## src/rtl/dma_controller_wr_fsm_pkg.sv

```systemverilog
// Shared types and constants for the DMA write-side FSM.
// Holds the FSM state encoding and the line/page geometry.
package dma_controller_wr_fsm_pkg;

    localparam int LINE_BYTES = 64;
    localparam int PAGE_BYTES = 4096;

    typedef enum logic [2:0] {
        WR_IDLE,
        WR_START_BURST,
        WR_BURST,
        WR_DISCARD_PAD,
        WR_DONE,
        XXX
    } wr_state_e;

endpackage

```

## src/rtl/dma_controller_wr_fsm_if.sv

```systemverilog
// Read-data stream plus Avalon-MM burst write bus.
// master: write FSM side; slave: source/interconnect side.
interface dma_controller_wr_fsm_if #(
    parameter int DATA_W       = 512,
    parameter int ADDR_W       = 48,
    parameter int BURSTCOUNT_W = 7
);

    logic                    rd_data_valid;
    logic [DATA_W-1:0]       rd_data;
    logic                    rd_data_ready;
    logic [ADDR_W-1:0]       wr_address;
    logic                    wr_write;
    logic [DATA_W-1:0]       wr_writedata;
    logic [DATA_W/8-1:0]     wr_byteenable;
    logic [BURSTCOUNT_W-1:0] wr_burstcount;
    logic                    wr_waitrequest;

    modport master (
        input  rd_data_valid, rd_data, wr_waitrequest,
        output rd_data_ready, wr_address, wr_write,
        output wr_writedata, wr_byteenable, wr_burstcount
    );

    modport slave (
        output rd_data_valid, rd_data, wr_waitrequest,
        input  rd_data_ready, wr_address, wr_write,
        input  wr_writedata, wr_byteenable, wr_burstcount
    );

endinterface

```

## src/rtl/dma_controller_wr_fsm_burst_calc.sv

```systemverilog
// Burst length = min(MAX_BURST, remaining, lines left in 4 KB page).
// Ports: page_line (line index in page), remaining (lines), burst.
module dma_wr_burst_calc
    import dma_controller_wr_fsm_pkg::*;
#(
    parameter int LEN_W        = 32,
    parameter int BURSTCOUNT_W = 7,
    parameter int MAX_BURST    = 64
) (
    input  logic [5:0]              page_line,
    input  logic [LEN_W-1:0]        remaining,
    output logic [BURSTCOUNT_W-1:0] burst
);

    localparam int PAGE_LINES = PAGE_BYTES / LINE_BYTES;

    logic [LEN_W-1:0] to_page;
    logic [LEN_W-1:0] limit;
    logic [LEN_W-1:0] pick;

    always_comb begin
        // Line index 0..63 gives 64..1 lines to the page end.
        to_page = LEN_W'(PAGE_LINES) - LEN_W'(page_line);
        limit   = (to_page < LEN_W'(MAX_BURST)) ? to_page
                                                 : LEN_W'(MAX_BURST);
        pick    = (remaining < limit) ? remaining : limit;
        burst   = BURSTCOUNT_W'(pick);
    end

endmodule

```

## src/rtl/dma_controller_wr_fsm.sv

```systemverilog
// DMA write FSM: drains read-data lines into page-safe Avalon bursts.
// Ports: clk, reset_n, start/dst_addr/xfer_lines/pad_line, bus, busy, done.
module dma_controller_wr_fsm
    import dma_controller_wr_fsm_pkg::*;
#(
    parameter int DATA_W       = 512,
    parameter int ADDR_W       = 48,
    parameter int BURSTCOUNT_W = 7,
    parameter int MAX_BURST    = 64,
    parameter int LEN_W        = 32
) (
    input  logic                  clk,
    input  logic                  reset_n,
    input  logic                  start,
    input  logic [ADDR_W-1:0]     dst_addr,
    input  logic [LEN_W-1:0]      xfer_lines,
    input  logic                  pad_line,
    dma_controller_wr_fsm_if.master bus,
    output logic                  busy,
    output logic                  done
);

    localparam int BE_W = DATA_W / 8;

    wr_state_e state, state_n;

    logic [ADDR_W-1:0]       cur_addr;
    logic [ADDR_W-1:0]       addr_q;
    logic [LEN_W-1:0]        remaining;
    logic [BURSTCOUNT_W-1:0] beats_left;
    logic [BURSTCOUNT_W-1:0] bcount_q;
    logic [BURSTCOUNT_W-1:0] burst;
    logic                    pad_q;
    logic                    busy_q;
    logic                    done_q;
    logic                    accept;
    logic                    last_beat;

    dma_wr_burst_calc #(
        .LEN_W        (LEN_W),
        .BURSTCOUNT_W (BURSTCOUNT_W),
        .MAX_BURST    (MAX_BURST)
    ) u_calc (
        .page_line (cur_addr[11:6]),
        .remaining (remaining),
        .burst     (burst)
    );

    assign bus.wr_writedata  = bus.rd_data;
    assign bus.wr_byteenable = {BE_W{1'b1}};
    assign bus.wr_address    = addr_q;
    assign bus.wr_burstcount = bcount_q;
    assign busy              = busy_q;
    assign done              = done_q;

    always_comb begin
        state_n           = state;
        accept            = 1'b0;
        bus.wr_write      = 1'b0;
        bus.rd_data_ready = 1'b0;
        last_beat         = (beats_left == BURSTCOUNT_W'(1));
        unique case (state)
            WR_IDLE: begin
                if (start) begin
                    if (xfer_lines != '0)
                        state_n = WR_START_BURST;
                    else if (pad_line)
                        state_n = WR_DISCARD_PAD;
                    else
                        state_n = WR_DONE;
                end
            end
            WR_START_BURST: begin
                state_n = WR_BURST;
            end
            WR_BURST: begin
                bus.wr_write      = bus.rd_data_valid;
                bus.rd_data_ready = !bus.wr_waitrequest;
                accept = bus.rd_data_valid && !bus.wr_waitrequest;
                if (accept && last_beat) begin
                    if (remaining != LEN_W'(1))
                        state_n = WR_START_BURST;
                    else if (pad_q)
                        state_n = WR_DISCARD_PAD;
                    else
                        state_n = WR_DONE;
                end
            end
            WR_DISCARD_PAD: begin
                bus.rd_data_ready = 1'b1;
                if (bus.rd_data_valid)
                    state_n = WR_DONE;
            end
            WR_DONE: begin
                state_n = WR_IDLE;
            end
            default: begin
                state_n = WR_IDLE;
            end
        endcase
    end

    always_ff @(posedge clk or negedge reset_n) begin
        if (!reset_n) begin
            state      <= WR_IDLE;
            cur_addr   <= '0;
            addr_q     <= '0;
            remaining  <= '0;
            beats_left <= '0;
            bcount_q   <= '0;
            pad_q      <= 1'b0;
            busy_q     <= 1'b0;
            done_q     <= 1'b0;
        end else begin
            state  <= state_n;
            done_q <= (state_n == WR_DONE);
            if (state == WR_IDLE && start) begin
                cur_addr  <= dst_addr & ~ADDR_W'(LINE_BYTES - 1);
                remaining <= xfer_lines;
                pad_q     <= pad_line;
                busy_q    <= 1'b1;
            end
            if (state == WR_START_BURST) begin
                addr_q     <= cur_addr;
                bcount_q   <= burst;
                beats_left <= burst;
            end
            if (accept) begin
                beats_left <= beats_left - BURSTCOUNT_W'(1);
                remaining  <= remaining - LEN_W'(1);
                cur_addr   <= cur_addr + ADDR_W'(LINE_BYTES);
            end
            if (state == WR_DONE)
                busy_q <= 1'b0;
        end
    end

endmodule

```

## src/flat_wrapper.sv

```systemverilog
// flat-port wrapper written by rule: the top's interface ports become plain ports
module dma_controller_wr_fsm_flat import dma_controller_wr_fsm_pkg::*;
#(
    parameter int DATA_W       = 512,
    parameter int ADDR_W       = 48,
    parameter int BURSTCOUNT_W = 7,
    parameter int MAX_BURST    = 64,
    parameter int LEN_W        = 32
)
  (clk, reset_n, start, dst_addr, xfer_lines, pad_line, busy, done, bus_rd_data_valid, bus_rd_data, bus_wr_waitrequest, bus_rd_data_ready, bus_wr_address, bus_wr_write, bus_wr_writedata, bus_wr_byteenable, bus_wr_burstcount);
  dma_controller_wr_fsm_if #(.DATA_W(DATA_W), .ADDR_W(ADDR_W), .BURSTCOUNT_W(BURSTCOUNT_W)) bus_i ();
  input  logic clk;
  input  logic reset_n;
  input  logic start;
  input  logic [ADDR_W-1:0] dst_addr;
  input  logic [LEN_W-1:0] xfer_lines;
  input  logic pad_line;
  output logic busy;
  output logic done;
  input wire logic [$bits(bus_i.rd_data_valid)-1:0] bus_rd_data_valid;
  input wire logic [$bits(bus_i.rd_data)-1:0] bus_rd_data;
  input wire logic [$bits(bus_i.wr_waitrequest)-1:0] bus_wr_waitrequest;
  output wire logic [$bits(bus_i.rd_data_ready)-1:0] bus_rd_data_ready;
  output wire logic [$bits(bus_i.wr_address)-1:0] bus_wr_address;
  output wire logic [$bits(bus_i.wr_write)-1:0] bus_wr_write;
  output wire logic [$bits(bus_i.wr_writedata)-1:0] bus_wr_writedata;
  output wire logic [$bits(bus_i.wr_byteenable)-1:0] bus_wr_byteenable;
  output wire logic [$bits(bus_i.wr_burstcount)-1:0] bus_wr_burstcount;
  assign bus_i.rd_data_valid = bus_rd_data_valid;
  assign bus_i.rd_data = bus_rd_data;
  assign bus_i.wr_waitrequest = bus_wr_waitrequest;
  assign bus_rd_data_ready = bus_i.rd_data_ready;
  assign bus_wr_address = bus_i.wr_address;
  assign bus_wr_write = bus_i.wr_write;
  assign bus_wr_writedata = bus_i.wr_writedata;
  assign bus_wr_byteenable = bus_i.wr_byteenable;
  assign bus_wr_burstcount = bus_i.wr_burstcount;
  dma_controller_wr_fsm #(.DATA_W(DATA_W), .ADDR_W(ADDR_W), .BURSTCOUNT_W(BURSTCOUNT_W), .MAX_BURST(MAX_BURST), .LEN_W(LEN_W)) u_core (.clk(clk), .reset_n(reset_n), .start(start), .dst_addr(dst_addr), .xfer_lines(xfer_lines), .pad_line(pad_line), .bus(bus_i), .busy(busy), .done(done));
endmodule
```

## config.mk

```make
export PLATFORM = sky130hd
export DESIGN_NAME = dma_controller_wr_fsm_flat
export DESIGN_NICKNAME = d
export VERILOG_FILES = /design/src/rtl/dma_controller_wr_fsm_pkg.sv /design/src/rtl/dma_controller_wr_fsm_if.sv /design/src/rtl/dma_controller_wr_fsm_burst_calc.sv /design/src/rtl/dma_controller_wr_fsm.sv /design/src/flat_wrapper.sv
export SDC_FILE = /design/constraint.sdc
export NUM_CORES = 1
export LEC_CHECK = 0
export ABC_AREA = 0
export CORE_AREA = 3 3 485 487
export DETAILED_ROUTE_END_ITERATION = 10
export DIE_AREA = 0 0 488 490
export GPL_TIMING_DRIVEN = 0
export HOLD_SLACK_MARGIN = 0.05
export PLACE_DENSITY = 0.3
export REMOVE_ABC_BUFFERS = 1
export SLEW_MARGIN = 5
export SYNTH_ARGS = -nofsm -noshare
export SYNTH_HDL_FRONTEND = slang
export SYNTH_SLANG_ARGS = --single-unit
export TNS_END_PERCENT = 30
```

## constraint.sdc

```tcl
create_clock -name clk -period 2.97 [get_ports clk]
set_clock_uncertainty 0.2 [all_clocks]
set_input_delay 0.7425 -clock clk [delete_from_list [all_inputs] [get_ports clk]]
set_output_delay 0.7425 -clock clk [all_outputs]
set_load 0.01 [all_outputs]
```

==> summary.txt <==
Yosys
  – Mapped Avg Cell Area: around 8.6 µm²
  – Complex-gate fraction of the synthesized area: a little over a tenth
  – Area fraction in and, or, nand and nor cells after synthesis: about 14%
  – Share of Yosys cell area claimed by the top area cell type: a little under two fifths
  – Part of the Yosys area used for sequential elements: between 20 and 30%
  – Number of distinct library cell variants in the gate-level netlist after synthesis: between 50 and 60
  – Most used flip-flop cell after synthesis: dfrtp_1
  – Parity-gate share of the synthesized area counting xor and xnor cells: less than 1%
  – Number of storage elements in the synthesis netlist: between 100 and 150
  – Arithmetic-cell share of the synthesized area counting full adders, half adders and majority gates: 1.419%
  – Synth area leader: buf_4
  – Ys Warns: 0
  – Multiplexer share of the synthesized area: approximately 4.6%
  – Biggest area contributors in the synthesized netlist: buf_4 (38%), dfrtp_1 (30%), mux2_2 (4.3%)
  – Largest family of logic cells by synthesized area: buffers and inverters
  – Summed instance area of the synthesized netlist: 11460 µm²
  – Share of synthesized registers carrying an async set or reset: 100.0%
  – Synthesized netlist cell count: approximately 1300
  – Post-synth EDFFs: 0

Detailed routing
  – Drt initial violations: around 1000
  – DR vias: around 10000
  – Drc violations: 0
  – Aggregate routed wire length: about 330000 µm
  – Pre-Repair DR Iteration Count: 5
  – Number of nets still failing antenna checks after routing: 0
  – Routed wire length per instance: between 80 and 90 µm
  – Number of vias per cell: roughly 2.6

Timing
  – Setup repair after global routing missed its margin: yes
  – Time the final worst path needs with I/O delays and setup: about 3.1 ns
  – Final count of negative-setup-slack endpoints: 17
  – Setup_tns: -1.896 ns
  – Hold Worst Slack: 0.07798 ns
  – Setup slack of the critical path after layout: -0.1715 ns
  – Remaining max-slew budget at the tightest pin: between 20% and 30%
  – Maximum operating frequency: ~320 MHz
  – Part of the cycle the worst path needs: 105.8%
  – Transition time at the pin with the least slew margin: 1.055 ns
  – Final Hold Violating Endpoints: 0
  – Final Max Slew Viols: 0

Global routing
  – Gr usage total: between 20% and 30%
  – Number of antenna violations at the first check in global routing: 10
  – Number of global-route vias before repair: 8348
  – First-pass GRT wire length: roughly 350000 µm
  – Maximum number of pins on one net before global-route repair: 71
  – Leftover overflow at the end of global routing: 0

Cells and area
  – Area of the multi-input gates: around 4000 µm²
  – Fraction of final layout cells with drive strength greater than 1: about 17%
  – Layout Cells excl Fill: about 4000
  – Antenna diode count: 0
  – Post-layout net count: ~1600
  – Final-layout fill cell count: 27144
  – Flip-flop and latch area: about 3400 µm²
  – Utilization of the core after routing: 5.828%
  – Area added between synthesis and finish: 17.89%
  – Finished layout cell area: between 10000 and 15000 µm²

Power
  – Cell Pwr Density: around 780 nW/µm²
  – Total power of the final layout: roughly 11 mW
  – Largest vdd supply drop: 388.5 µV
  – Cell leakage power: around 4 nW

CTS
  – Master cell of the clock root buffer: clkbuf_16
  – TritonCTS clock tree: yes
  – Clk pin slew, worst setup/hold paths: about 0.08 ns
  – Number of sinks handled by clock tree synthesis: between 100 and 150
  – Number of clock buffers inserted by TritonCTS: 17
  – H-tree levels: 4
  – Max Root-Sink Buffers: 2
  – Clock latency at the later pin of the worst-skew pair: about 0.45 ns

Setup path
  – Arrival @ worst endpoint: around 3.3 ns
  – Worst R2R Setup Slack: -0.17 ns
  – End of the worst register-to-register path: u_core.beats_left[3]$_DFFE_PN0P_
  – Peak fanout along the critical path: 7
  – Source of the worst register-to-register timing path: u_core.remaining[10]$_DFFE_PN0P_
  – CP Class: register to register
  – Worst Setup End Kind: register
  – Worst setup startpoint: u_core.remaining[10]$_DFFE_PN0P_
  – Critical path capture point: u_core.beats_left[3]$_DFFE_PN0P_
  – Critical path startpoint category: register
  – R2r worst-path depth: 7
  – Required time at the endpoint of the critical path: 3.13 ns

Place
  – Gp weighted congestion: around 1.4
  – Post-DP HPWL: roughly 320000 µm
  – Placed Cells incl. Taps: slightly below 4000
  – Worst slack at placement: -1.590 ns
  – Count of buffers inserted at the top-level ports: about 130
  – Post-DP Area: 12490 µm²

Die
  – Io pins: 1233
  – Starting density of the core: under 10%
  – Chip Width: 488 µm
  – Row Count: roughly 180
  – Placeable core region: 231900 µm²
  – Die Ht: a little under 500 µm
  – Die Outline Area: about 240000 µm²

Job
  – Number of maximum-capacitance constraint violations: 0

Status
  – Violations in the final reports: setup timing
  – Status: complete, but fails checks

Min path
  – Type of the tightest min-delay check: input pin to async pin
layer usage:
metal	vias to the layer above	GRT usage (%)	routed length (µm)
li1	3127	-	-
met1	4469	5.372	25240
met2	2437	46.91	163700
met3	221	45.11	116700
met4	80	15.51	24150
met5	-	12.50	4058
how the worst min path moves through the flow:
stage,start,to,slack (ns),cells past startpoint
global route,reset_n,u_core.remaining[22]$_DFFE_PN0P_,0.11,1
detailed placement,u_core.bus.wr_address[14]$_DFFE_PN0P_,u_core.bus.wr_address[14]$_DFFE_PN0P_,0.27,2
floorplan,u_core.remaining[27]$_DFFE_PN0P_,u_core.remaining[27]$_DFFE_PN0P_,0.24,1
CTS,reset_n,u_core.remaining[22]$_DFFE_PN0P_,0.10,1
global placement,u_core.bus.wr_address[14]$_DFFE_PN0P_,u_core.bus.wr_address[14]$_DFFE_PN0P_,0.27,2
finish,reset_n,u_core.remaining[22]$_DFFE_PN0P_,0.08,1
sequential cells by signal, indices dropped and copies added (netlist names):
| signal | count |
|---|---|
| u_core.bus.wr_address | 42 |
| u_core.cur_addr | 42 |
| u_core.remaining | 32 |
| u_core.beats_left | 7 |
| u_core.bus.wr_burstcount | 7 |
| u_core.state | 3 |
| u_core.busy | 1 |
| u_core.done | 1 |
| u_core.pad_q | 1 |
area by class of cell:
type | count | area share, %
well taps | 3043 | 28.17
clock inverters | 13 | 0.9166
flip-flops and latches | 136 | 25.24
multi-input cells | 619 | 30.12
inverters | 20 | 0.6203
repair buffers | 153 | 11.66
clock buffers | 19 | 3.277
what timing repair did:
| item | in CTS | in global routing |
|---|---|---|
| endpoints found under the setup margin | 85 | 35 |
| pin swaps | 7 | 6 |
| setup buffers | 12 | 4 |
| hold buffers | 0 | 0 |
| cloned | 1 | 0 |
| resized for setup | 59 | 30 |
worst max-delay path, stage by stage, from the launching register on:
cell and delay [ns]:
dfrtp_1 0.39, or3_2 0.54, or4_4 0.47, or4_4 0.58
nor4_4 0.17, buf_6 0.21, mux2_4 0.34, o211ai_1 0.16
placed cells by master, fill, tap and decap left out, types with 6 or more instances in the layout:
cell	synthesis	layout
a211oi_1	15	15
a21oi_1	30	29
a221o_1	8	8
a311oi_1	11	10
buf_4	582	15
clkbuf_16	0	17
clkdlybuf4s50_1	0	128
conb_1	2	70
dfrtp_1	136	130
dfrtp_2	0	6
ha_1	13	12
inv_1	20	17
mux2_2	44	39
nand2_1	102	101
nand3_1	34	34
nand4_1	13	13
nor2_1	52	49
nor3_1	30	22
nor4_1	21	14
o211ai_1	22	22
o21ai_0	46	36
o21ai_1	0	8
o311ai_0	12	12
or3_1	10	8
kinds of logic after synthesis:
kind of cell	count (synthesis)
and+or+nand+nor	310
adders and majority gates	13
xor gates and xnor gates	1
buffers and inverters	643
DFF	136
AOI/OAI and AO/OA	177
muxes	47
other	2
where the power goes:
group          internal (mW)  total, mW  switching, mW
combinational           2.05       4.68           2.63
sequential              2.72       3.73           1.01
clock                   1.18       2.15          0.967
total                   5.95       10.6           4.61
synthesized netlist by cell type, drive strengths merged, types with 15 or more instances:
cell / instances
dfrtp: 136
clkbuf: 40
inv: 20
nand2: 102
o21ai: 46
a211oi: 15
nor2: 52
o211ai: 22
nor4: 22
buf: 583
a21oi: 30
nand3: 34
mux2: 44
nor3: 30
(Power assumes the default switching activity.)
